<file path="config.mk">
export PLATFORM = sky130hd
export DESIGN_NAME = gate_sched_flat
export DESIGN_NICKNAME = d
export VERILOG_FILES = /design/src/rtl/gate_sched_if.sv /design/src/rtl/gate_sched.sv /design/src/flat_wrapper.sv
export SDC_FILE = /design/constraint.sdc
export NUM_CORES = 1
export LEC_CHECK = 0
export ABC_CLOCK_PERIOD_IN_PS = 2950
export CELL_PAD_IN_SITES_DETAIL_PLACEMENT = 1
export CELL_PAD_IN_SITES_GLOBAL_PLACEMENT = 1
export CORE_MARGIN = 5
export CORE_UTILIZATION = 33
export CTS_BUF_LIST = sky130_fd_sc_hd__clkbuf_16
export DETAILED_ROUTE_END_ITERATION = 10
export GPL_TIMING_DRIVEN = 0
export PLACE_DENSITY_LB_ADDON = 0.1
export SYNTH_ARGS = -nofsm -noshare
export SYNTH_HDL_FRONTEND = slang
export SYNTH_SLANG_ARGS = --single-unit
export TNS_END_PERCENT = 10
</file>
<file path="constraint.sdc">
create_clock -name clk -period 2.95 [get_ports clk]
set_input_delay 0.7375 -clock clk [delete_from_list [all_inputs] [get_ports clk]]
set_output_delay 0.7375 -clock clk [all_outputs]
set_load 0.02 [all_outputs]
</file>
<file path="src/rtl/gate_sched_if.sv">
// Gate scheduler signal bundle: lane requests and barrier feedback in, grants and lot status out.
// The master side drives requests and gate_done; the slave side is the scheduler.
interface gate_sched_if;
    logic [1:0] enter_req;
    logic       exit_req;
    logic       gate_done;
    logic [1:0] enter_gnt;
    logic       exit_gnt;
    logic [3:0] occ;
    logic       full;
    logic       busy;
    logic       timeout;
    logic [1:0] state_dbg;

    // Requests are levels held by a lane until its grant rises; a grant stays high
    // until gate_done (or the optional timer) ends the passage. No per-beat handshake.
    modport master (
        output enter_req, exit_req, gate_done,
        input  enter_gnt, exit_gnt, occ, full, busy, timeout, state_dbg
    );

    modport slave (
        input  enter_req, exit_req, gate_done,
        output enter_gnt, exit_gnt, occ, full, busy, timeout, state_dbg
    );
endinterface

</file>
<file path="src/rtl/gate_sched.sv">
// Parking-lot barrier scheduler: one exit lane and two round-robin entry lanes share one passage at a time.
// Optional passage timer enabled by defining GATE_SCHED_TIMEOUT_EN.
module gate_sched #(
    parameter int CAPACITY = 15,
    parameter int TIMEOUT  = 255
) (
    input  logic         clk,
    input  logic         reset,
    gate_sched_if.slave  bus
);

    typedef enum logic [1:0] {
        S_IDLE   = 2'd0,
        S_OPEN   = 2'd1,
        S_COMMIT = 2'd2
    } state_e;

    localparam logic [3:0] CAP = 4'(CAPACITY);

    if (CAPACITY < 1 || CAPACITY > 15) begin : g_bad_capacity
        $error("gate_sched: CAPACITY out of range");
    end
    if (TIMEOUT < 1 || TIMEOUT > 255) begin : g_bad_timeout
        $error("gate_sched: TIMEOUT out of range");
    end

    state_e     state_q, state_d;
    logic [1:0] enter_gnt_q, enter_gnt_d;
    logic       exit_gnt_q, exit_gnt_d;
    logic [3:0] occ_q, occ_d;
    logic       rr_q, rr_d;
    logic       lane;

`ifdef GATE_SCHED_TIMEOUT_EN
    localparam logic [7:0] TLIM = 8'(TIMEOUT - 1);
    logic [7:0] timer_q, timer_d;
    logic       timeout_q, timeout_d;
`endif

    always_comb begin
        state_d     = state_q;
        enter_gnt_d = enter_gnt_q;
        exit_gnt_d  = exit_gnt_q;
        occ_d       = occ_q;
        rr_d        = rr_q;
        lane        = rr_q;
`ifdef GATE_SCHED_TIMEOUT_EN
        timer_d     = timer_q;
        timeout_d   = 1'b0;
`endif
        case (state_q)
            S_IDLE: begin
                // Exit has priority so a full lot can always drain.
                if (bus.exit_req && occ_q != 4'd0) begin
                    exit_gnt_d = 1'b1;
                    state_d    = S_OPEN;
`ifdef GATE_SCHED_TIMEOUT_EN
                    timer_d    = 8'd0;
`endif
                end else if (occ_q < CAP && bus.enter_req != 2'b00) begin
                    lane        = bus.enter_req[rr_q] ? rr_q : ~rr_q;
                    enter_gnt_d = lane ? 2'b10 : 2'b01;
                    rr_d        = ~lane;
                    state_d     = S_OPEN;
`ifdef GATE_SCHED_TIMEOUT_EN
                    timer_d     = 8'd0;
`endif
                end
            end
            S_OPEN: begin
                if (bus.gate_done) begin
                    enter_gnt_d = 2'b00;
                    exit_gnt_d  = 1'b0;
                    state_d     = S_COMMIT;
                    if (enter_gnt_q != 2'b00 && occ_q < CAP) begin
                        occ_d = occ_q + 4'd1;
                    end else if (exit_gnt_q && occ_q != 4'd0) begin
                        occ_d = occ_q - 4'd1;
                    end
                end
`ifdef GATE_SCHED_TIMEOUT_EN
                // Aborted passage: the vehicle never went through, so occupancy holds.
                else if (timer_q == TLIM) begin
                    enter_gnt_d = 2'b00;
                    exit_gnt_d  = 1'b0;
                    state_d     = S_COMMIT;
                    timeout_d   = 1'b1;
                end else begin
                    timer_d = timer_q + 8'd1;
                end
`endif
            end
            S_COMMIT: begin
                state_d = S_IDLE;
            end
            default: begin
                state_d     = S_IDLE;
                enter_gnt_d = 2'b00;
                exit_gnt_d  = 1'b0;
            end
        endcase
    end

    always_ff @(posedge clk) begin
        if (reset) begin
            state_q     <= S_IDLE;
            enter_gnt_q <= 2'b00;
            exit_gnt_q  <= 1'b0;
            occ_q       <= 4'd0;
            rr_q        <= 1'b0;
`ifdef GATE_SCHED_TIMEOUT_EN
            timer_q     <= 8'd0;
            timeout_q   <= 1'b0;
`endif
        end else begin
            state_q     <= state_d;
            enter_gnt_q <= enter_gnt_d;
            exit_gnt_q  <= exit_gnt_d;
            occ_q       <= occ_d;
            rr_q        <= rr_d;
`ifdef GATE_SCHED_TIMEOUT_EN
            timer_q     <= timer_d;
            timeout_q   <= timeout_d;
`endif
        end
    end

    assign bus.enter_gnt = enter_gnt_q;
    assign bus.exit_gnt  = exit_gnt_q;
    assign bus.occ       = occ_q;
    assign bus.full      = (occ_q == CAP);
    assign bus.busy      = (state_q != S_IDLE);
    assign bus.state_dbg = state_q;
`ifdef GATE_SCHED_TIMEOUT_EN
    assign bus.timeout   = timeout_q;
`else
    assign bus.timeout   = 1'b0;
`endif

endmodule

</file>
<file path="src/flat_wrapper.sv">
// flat-port wrapper written by rule: the top's interface ports become plain ports
module gate_sched_flat 
#(
    parameter int CAPACITY = 15,
    parameter int TIMEOUT  = 255
)
  (clk, reset, bus_enter_req, bus_exit_req, bus_gate_done, bus_enter_gnt, bus_exit_gnt, bus_occ, bus_full, bus_busy, bus_timeout, bus_state_dbg);
  gate_sched_if bus_i ();
  input  logic clk;
  input  logic reset;
  input wire logic [$bits(bus_i.enter_req)-1:0] bus_enter_req;
  input wire logic [$bits(bus_i.exit_req)-1:0] bus_exit_req;
  input wire logic [$bits(bus_i.gate_done)-1:0] bus_gate_done;
  output wire logic [$bits(bus_i.enter_gnt)-1:0] bus_enter_gnt;
  output wire logic [$bits(bus_i.exit_gnt)-1:0] bus_exit_gnt;
  output wire logic [$bits(bus_i.occ)-1:0] bus_occ;
  output wire logic [$bits(bus_i.full)-1:0] bus_full;
  output wire logic [$bits(bus_i.busy)-1:0] bus_busy;
  output wire logic [$bits(bus_i.timeout)-1:0] bus_timeout;
  output wire logic [$bits(bus_i.state_dbg)-1:0] bus_state_dbg;
  assign bus_i.enter_req = bus_enter_req;
  assign bus_i.exit_req = bus_exit_req;
  assign bus_i.gate_done = bus_gate_done;
  assign bus_enter_gnt = bus_i.enter_gnt;
  assign bus_exit_gnt = bus_i.exit_gnt;
  assign bus_occ = bus_i.occ;
  assign bus_full = bus_i.full;
  assign bus_busy = bus_i.busy;
  assign bus_timeout = bus_i.timeout;
  assign bus_state_dbg = bus_i.state_dbg;
  gate_sched #(.CAPACITY(CAPACITY), .TIMEOUT(TIMEOUT)) u_core (.clk(clk), .reset(reset), .bus(bus_i));
endmodule
</file>
==> results.sh, run 1 <==
export IMPL_status="completed"
export IMPL_post_route_period_util_pct=86.57
export IMPL_hold_path_class="flop to flop"
export IMPL_cts_repair_resized=0
export IMPL_hpwl_mm=1.194
export IMPL_dpl_instance_area_um2=797.0
export IMPL_critPathMaxFanout=8
export IMPL_core_area_mm2=0.001727
export IMPL_synth_edff_count=0
export IMPL_critical_path_arrival_ns=2.68
export IMPL_fin_tns_setup_ns=0
export IMPL_area_growth_pct=44.63
export IMPL_die_y_um=52.84
export IMPL_clock_sinks=10
export IMPL_die_area_mm2=0.002792
export IMPL_worstReg2RegStart="u_core.bus.occ[0]"
export IMPL_r2r_worst_path_cells=8
export IMPL_num_vias=582
export IMPL_dr_pass1_iters=4
export IMPL_grt_max_degree=11
export IMPL_tritoncts="yes"
export IMPL_p_per_area_mw_per_mm2=585.6
export IMPL_wl_per_cell_um=14.98
export IMPL_synth_seq_area_share_pct=33.06
export IMPL_fp_row_count=15
export IMPL_syn_nets=74
export IMPL_endpoint_kind="flop"
export IMPL_design_area_um2=875.8
export IMPL_ys_types=33
export IMPL_avgViaCountPerCell=5.291
export IMPL_insertion_delay_ns=0.24
export IMPL_grt_overflow_total=0
export IMPL_antenna_found_initial=0
export IMPL_finalCriticalPeriod_ns=2.554
export IMPL_cp_startpoint="u_core.bus.occ[0]"
export IMPL_root_buffer="clkbuf_16"
export IMPL_drc=0
export IMPL_critical_path_class="flop to flop"
export IMPL_cts_buffers=3
export IMPL_worst_path_max_delay_cell="dfxtp_1"
export IMPL_p_leak_nw=0.3321
export IMPL_hold_start="u_core.bus.enter_gnt[1]"
export IMPL_die_w_um=52.84
export IMPL_fmax_ghz=0.3916
export IMPL_final_common_cell="clkdlybuf4s50_1"
export IMPL_drt_iter0_drc=8
export IMPL_synthFlopType="dfxtp_1"
export IMPL_path_clk_slew_ns=0.04
export IMPL_rsz0062_at_grt="no"
export IMPL_start_util_pct=35.07
export IMPL_setup_viol_count_final=0
export IMPL_hold_violations=0
export IMPL_startpoint_type="flop"
export IMPL_cp_cell_sequence="and4_1 -> buf_6 -> or2_2 -> ha_1 -> nand3_1 -> a211o_1 -> o22ai_1 -> mux2_1"
export IMPL_avgSynthCellArea_um2=9.317
export IMPL_gr_usage_all_layers_pct=14.87
export IMPL_nNetsFinal=95
export IMPL_fillers=213
export IMPL_post_cts_buffers=0
export IMPL_synth_top_cell_by_area="dfxtp_1"
export IMPL_regArea_um2=200.2
export IMPL_ys_warn_count=0
export IMPL_synth_async_reset_ratio_pct=0
export IMPL_yosys_register_bits=10
export IMPL_drive_gt1_share_pct=9.412
export IMPL_finalClockSkew_ns=0.0009919
export IMPL_postRouteAntennaNets=0
export IMPL_worst_path_largest_cell_delay_ns=0.40
export IMPL_grt_pass1_wl_mm=2.925
export IMPL_first_global_vias=631
export IMPL_crit_required_ns=3.07
export IMPL_multi_input_area_um2=379.1
export IMPL_holdWs_ns=0.5122
export IMPL_netlist_instances=65
export IMPL_clk_path_buf_depth=2
export IMPL_gp_congestion=0.7637
export IMPL_synth_area_leaders="dfxtp_1 (33%), nor2_1 (5.6%), a21oi_1 (5.0%)"
export IMPL_cap_violations=0
export IMPL_ir_drop_mv=0.3725
export IMPL_yosysTopAreaCellShare_pct=33.06
export IMPL_ioPinCount=18
export IMPL_slew_viol_final=0
export IMPL_synth_area_um2=605.6
export IMPL_hold_depth=2
export IMPL_ctsHtreeMaxLevel=1
export IMPL_cts_hold_repair_buffers=0
export IMPL_portBuffers=16
export IMPL_diodes=0
export IMPL_finalWirelength_mm=1.648
export IMPL_layout_common_cells="clkdlybuf4s50_1 (16), dfxtp_1 (10), nor2_1 (9), a21oi_1 (6), o21ai_0 (5)"
[metrics by stage]
step	utilization [%]	setup slack, ns	power, mW	std cells
2_1_floorplan	-	0.5102	0.2275	65
3_3_place_gp	46.16	0.4512	0.2650	106
3_5_place_dp	46.16	0.4165	0.2685	106
4_1_cts	50.72	0.3922	0.5171	110
5_1_grt	50.72	0.2407	0.5442	110
6_report	50.72	0.3961	0.5129	110
[critical path: cells and delay by family (launching register included)]
kind,cells,cell delay [ns]
adders and majority gates,1,0.34
muxes,1,0.34
and+or+nand+nor,3,0.71
DFF,1,0.40
AOI/OAI and AO/OA,2,0.51
buffers and inverters,1,0.13
[metal layers]
layer | track usage, % | wire (µm) | vias up
met5 | 0 | 0 | -
met4 | 7.660 | 29 | 0
met3 | 5.413 | 123 | 3
met2 | 22.52 | 761 | 19
met1 | 18.17 | 733 | 276
li1 | - | - | 284
[sequential cells by signal (all words and copies together), names as in the netlist]
name / flops
u_core.bus.occ: 4
u_core.bus.exit_gnt: 1
u_core.bus.enter_gnt: 2
u_core.bus.state_dbg: 2
u_core.rr_q: 1
[power breakdown]
| part | switching, mW | internal (mW) | total, mW |
|---|---|---|---|
| Sequential | 0.0120 | 0.146 | 0.158 |
| Clock | 0.0667 | 0.178 | 0.245 |
| Combinational | 0.0573 | 0.0533 | 0.111 |
| Total | 0.136 | 0.377 | 0.513 |
[Yosys cell counts, types with 2 or more instances]
| cell type | count |
|---|---|
| nand2_1 | 2 |
| ha_1 | 2 |
| nor2_1 | 9 |
| a21oi_1 | 6 |
| nand3_1 | 3 |
| mux2_1 | 2 |
| dfxtp_1 | 10 |
| nand3b_1 | 2 |
| o21ai_0 | 5 |
[layout make-up]
type / instances / area share [%]
Buffer: 3 / 2.571
Clock inverter: 1 / 0.4286
Inverter: 1 / 0.4286
Timing Repair Buffer: 16 / 18.29
Multi-Input combinational cell: 51 / 43.29
Tap cell: 25 / 3.571
Sequential cell: 10 / 22.86
Clock buffer: 3 / 8.571
[path summary, 6_finish.rpt]
kind,to,slack (ns)
worst max-delay path,u_core.bus.occ[3],0.40
worst min-delay path,u_core.bus.enter_gnt[1],0.51
worst max register to register,u_core.bus.occ[3],0.40
worst min register to register,u_core.bus.enter_gnt[1],0.51
[cells by family (layout without fill, tap and decap cells)]
| group | after synthesis | count (layout) | synth area share (%) |
|---|---|---|---|
| mux | 3 | 3 | 5.372 |
| compound gates | 19 | 19 | 23.76 |
| other cells | 1 | 1 | 0.6192 |
| simple gates | 24 | 24 | 23.97 |
| flops | 10 | 10 | 33.06 |
| xor+xnor | 1 | 1 | 1.447 |
| buf+inv | 4 | 24 | 4.338 |
| fa+ha+maj | 3 | 3 | 7.437 |
Note: power is estimated with default switching activity, not from simulation.
==> run 2: changes to the inputs <==
- CTS_CLUSTER_DIAMETER: unset -> 30
==> results of run 2 <==
Final layout, timing and power as in run 1 (identical DEF).
==> run 3: changes to the inputs <==
- CAP_MARGIN: unset -> 20
- PLACE_DENSITY_LB_ADDON: 0.1 -> 0.15
- SETUP_SLACK_MARGIN: unset -> 0.15
==> results.sh, run 3 (synthesized netlist as in run 1, its figures left out) <==
export IMPL_status="completed"
export IMPL_insertion_delay_ns=0.23
export IMPL_die_y_um=52.84
export IMPL_start_util_pct=35.07
export IMPL_crit_required_ns=3.06
export IMPL_ir_drop_mv=0.3450
export IMPL_hold_start="u_core.bus.state_dbg[1]"
export IMPL_portBuffers=16
export IMPL_avgViaCountPerCell=5.064
export IMPL_drc=0
export IMPL_clock_sinks=10
export IMPL_clk_path_buf_depth=2
export IMPL_endpoint_kind="flop"
export IMPL_grt_use_met3_pct=3.134
export IMPL_postRouteAntennaNets=0
export IMPL_grt_busiest_layer="met2"
export IMPL_cts_repair_resized=0
export IMPL_antenna_found_initial=0
export IMPL_critPathMaxFanout=8
export IMPL_finalWirelength_mm=1.444
export IMPL_hpwl_mm=1.155
export IMPL_startpoint_type="flop"
export IMPL_fmax_ghz=0.3969
export IMPL_first_global_vias=552
export IMPL_grt_pass1_wl_mm=2.477
export IMPL_holdWs_ns=0.4962
export IMPL_use_met2_pct=18.18
export IMPL_gp_congestion=0.7631
export IMPL_grt_max_degree=11
export IMPL_p_leak_nw=0.3305
export IMPL_grt_use_met1_pct=15.96
export IMPL_cap_violations=0
export IMPL_wl_per_cell_um=13.25
export IMPL_setup_viol_count_final=0
export IMPL_power_total_mw=0.4981
export IMPL_diodes=0
export IMPL_tritoncts="yes"
export IMPL_slew_viol_final=0
export IMPL_layout_common_cells="clkdlybuf4s50_1 (16), dfxtp_1 (10), nor2_1 (9), a21oi_1 (6), o21ai_0 (5)"
export IMPL_gr_usage_all_layers_pct=12.58
export IMPL_post_cts_buffers=0
export IMPL_post_route_period_util_pct=85.40
export IMPL_ctsHtreeMaxLevel=1
export IMPL_cp_startpoint="u_core.bus.occ[0]"
export IMPL_cts_hold_repair_buffers=0
export IMPL_fp_row_count=15
export IMPL_largest_reg_flops=4
export IMPL_ioPinCount=18
export IMPL_fin_tns_setup_ns=0
export IMPL_nNetsFinal=95
export IMPL_worst_slack_ns=0.4307
export IMPL_place_ws_ns=0.4045
export IMPL_critical_path_arrival_ns=2.63
export IMPL_final_common_cell="clkdlybuf4s50_1"
export IMPL_drive_gt1_share_pct=9.524
export IMPL_area_growth_pct=44.01
export IMPL_finalClockSkew_ns=0.002164
export IMPL_final_util_pct=50.51
export IMPL_hold_path_class="flop to flop"
export IMPL_dr_pass1_iters=2
export IMPL_root_buffer="clkbuf_16"
export IMPL_path_clk_slew_ns=0.04
export IMPL_cts_buffers=3
export IMPL_drt_iter0_drc=7
export IMPL_hold_violations=0
export IMPL_critical_path_class="flop to flop"
export IMPL_fillers=208
export IMPL_p_per_area_mw_per_mm2=571.1
export IMPL_worstReg2RegStart="u_core.bus.occ[0]"
export IMPL_finalCriticalPeriod_ns=2.519
export IMPL_grt_overflow_total=0
export IMPL_rsz0062_at_grt="no"
export IMPL_num_vias=552
export IMPL_core_area_mm2=0.001727
export IMPL_die_w_um=52.84
export IMPL_die_area_mm2=0.002792
run 3: cell types whose count changed in the layout (fill, tap and decap cells not counted):
| cell | change |
|---|---|
| clkinv_1 | -1 |
run 3: routing by layer:
metal,routed length (µm),part of all wire (%)
met3,66,4.6
met1,668,46
met2,667,46
met4,42,2.9
met5,0,0
run 3: through the flow:
stage | instance area (µm²) | cells
6_report | 872.1 | 109
3_5_place_dp | 797.0 | 106
5_1_grt | 872.1 | 109
3_3_place_gp | 797.0 | 106
2_1_floorplan | 605.6 | 65
4_1_cts | 872.1 | 109
run 3: path summary, 6_finish.rpt:
path                                                 to  slack [ns]  depth (start not counted)
worst max-delay path                  u_core.bus.occ[3]        0.43                          8
worst min-delay path            u_core.bus.state_dbg[0]        0.50                          1
worst max register to register        u_core.bus.occ[3]        0.43                          8
worst min register to register  u_core.bus.state_dbg[0]        0.50                          1
run 3: layout make-up:
type / count / area (µm²) / area share (%)
Inverter: 1 / 3.754 / 0.4304
Tap cell: 25 / 31.28 / 3.587
Timing Repair Buffer: 16 / 160.2 / 18.36
Multi-Input combinational cell: 51 / 379.1 / 43.47
Sequential cell: 10 / 200.2 / 22.96
Clock buffer: 3 / 75.07 / 8.608
Buffer: 3 / 22.52 / 2.582
run 3: power breakdown:
group / internal [mW] / switching, mW
Sequential: 0.146 / 0.0118
Combinational: 0.0530 / 0.0539
Clock: 0.175 / 0.0583
run 3: critical path, stage by stage (launching register included):
cell     delay [ns]
dfxtp_1        0.41
and4_1         0.25
buf_6          0.13
or2_2          0.33
ha_1           0.34
a21oi_1        0.10
a211o_1        0.29
o22ai_1        0.20
mux2_1         0.34
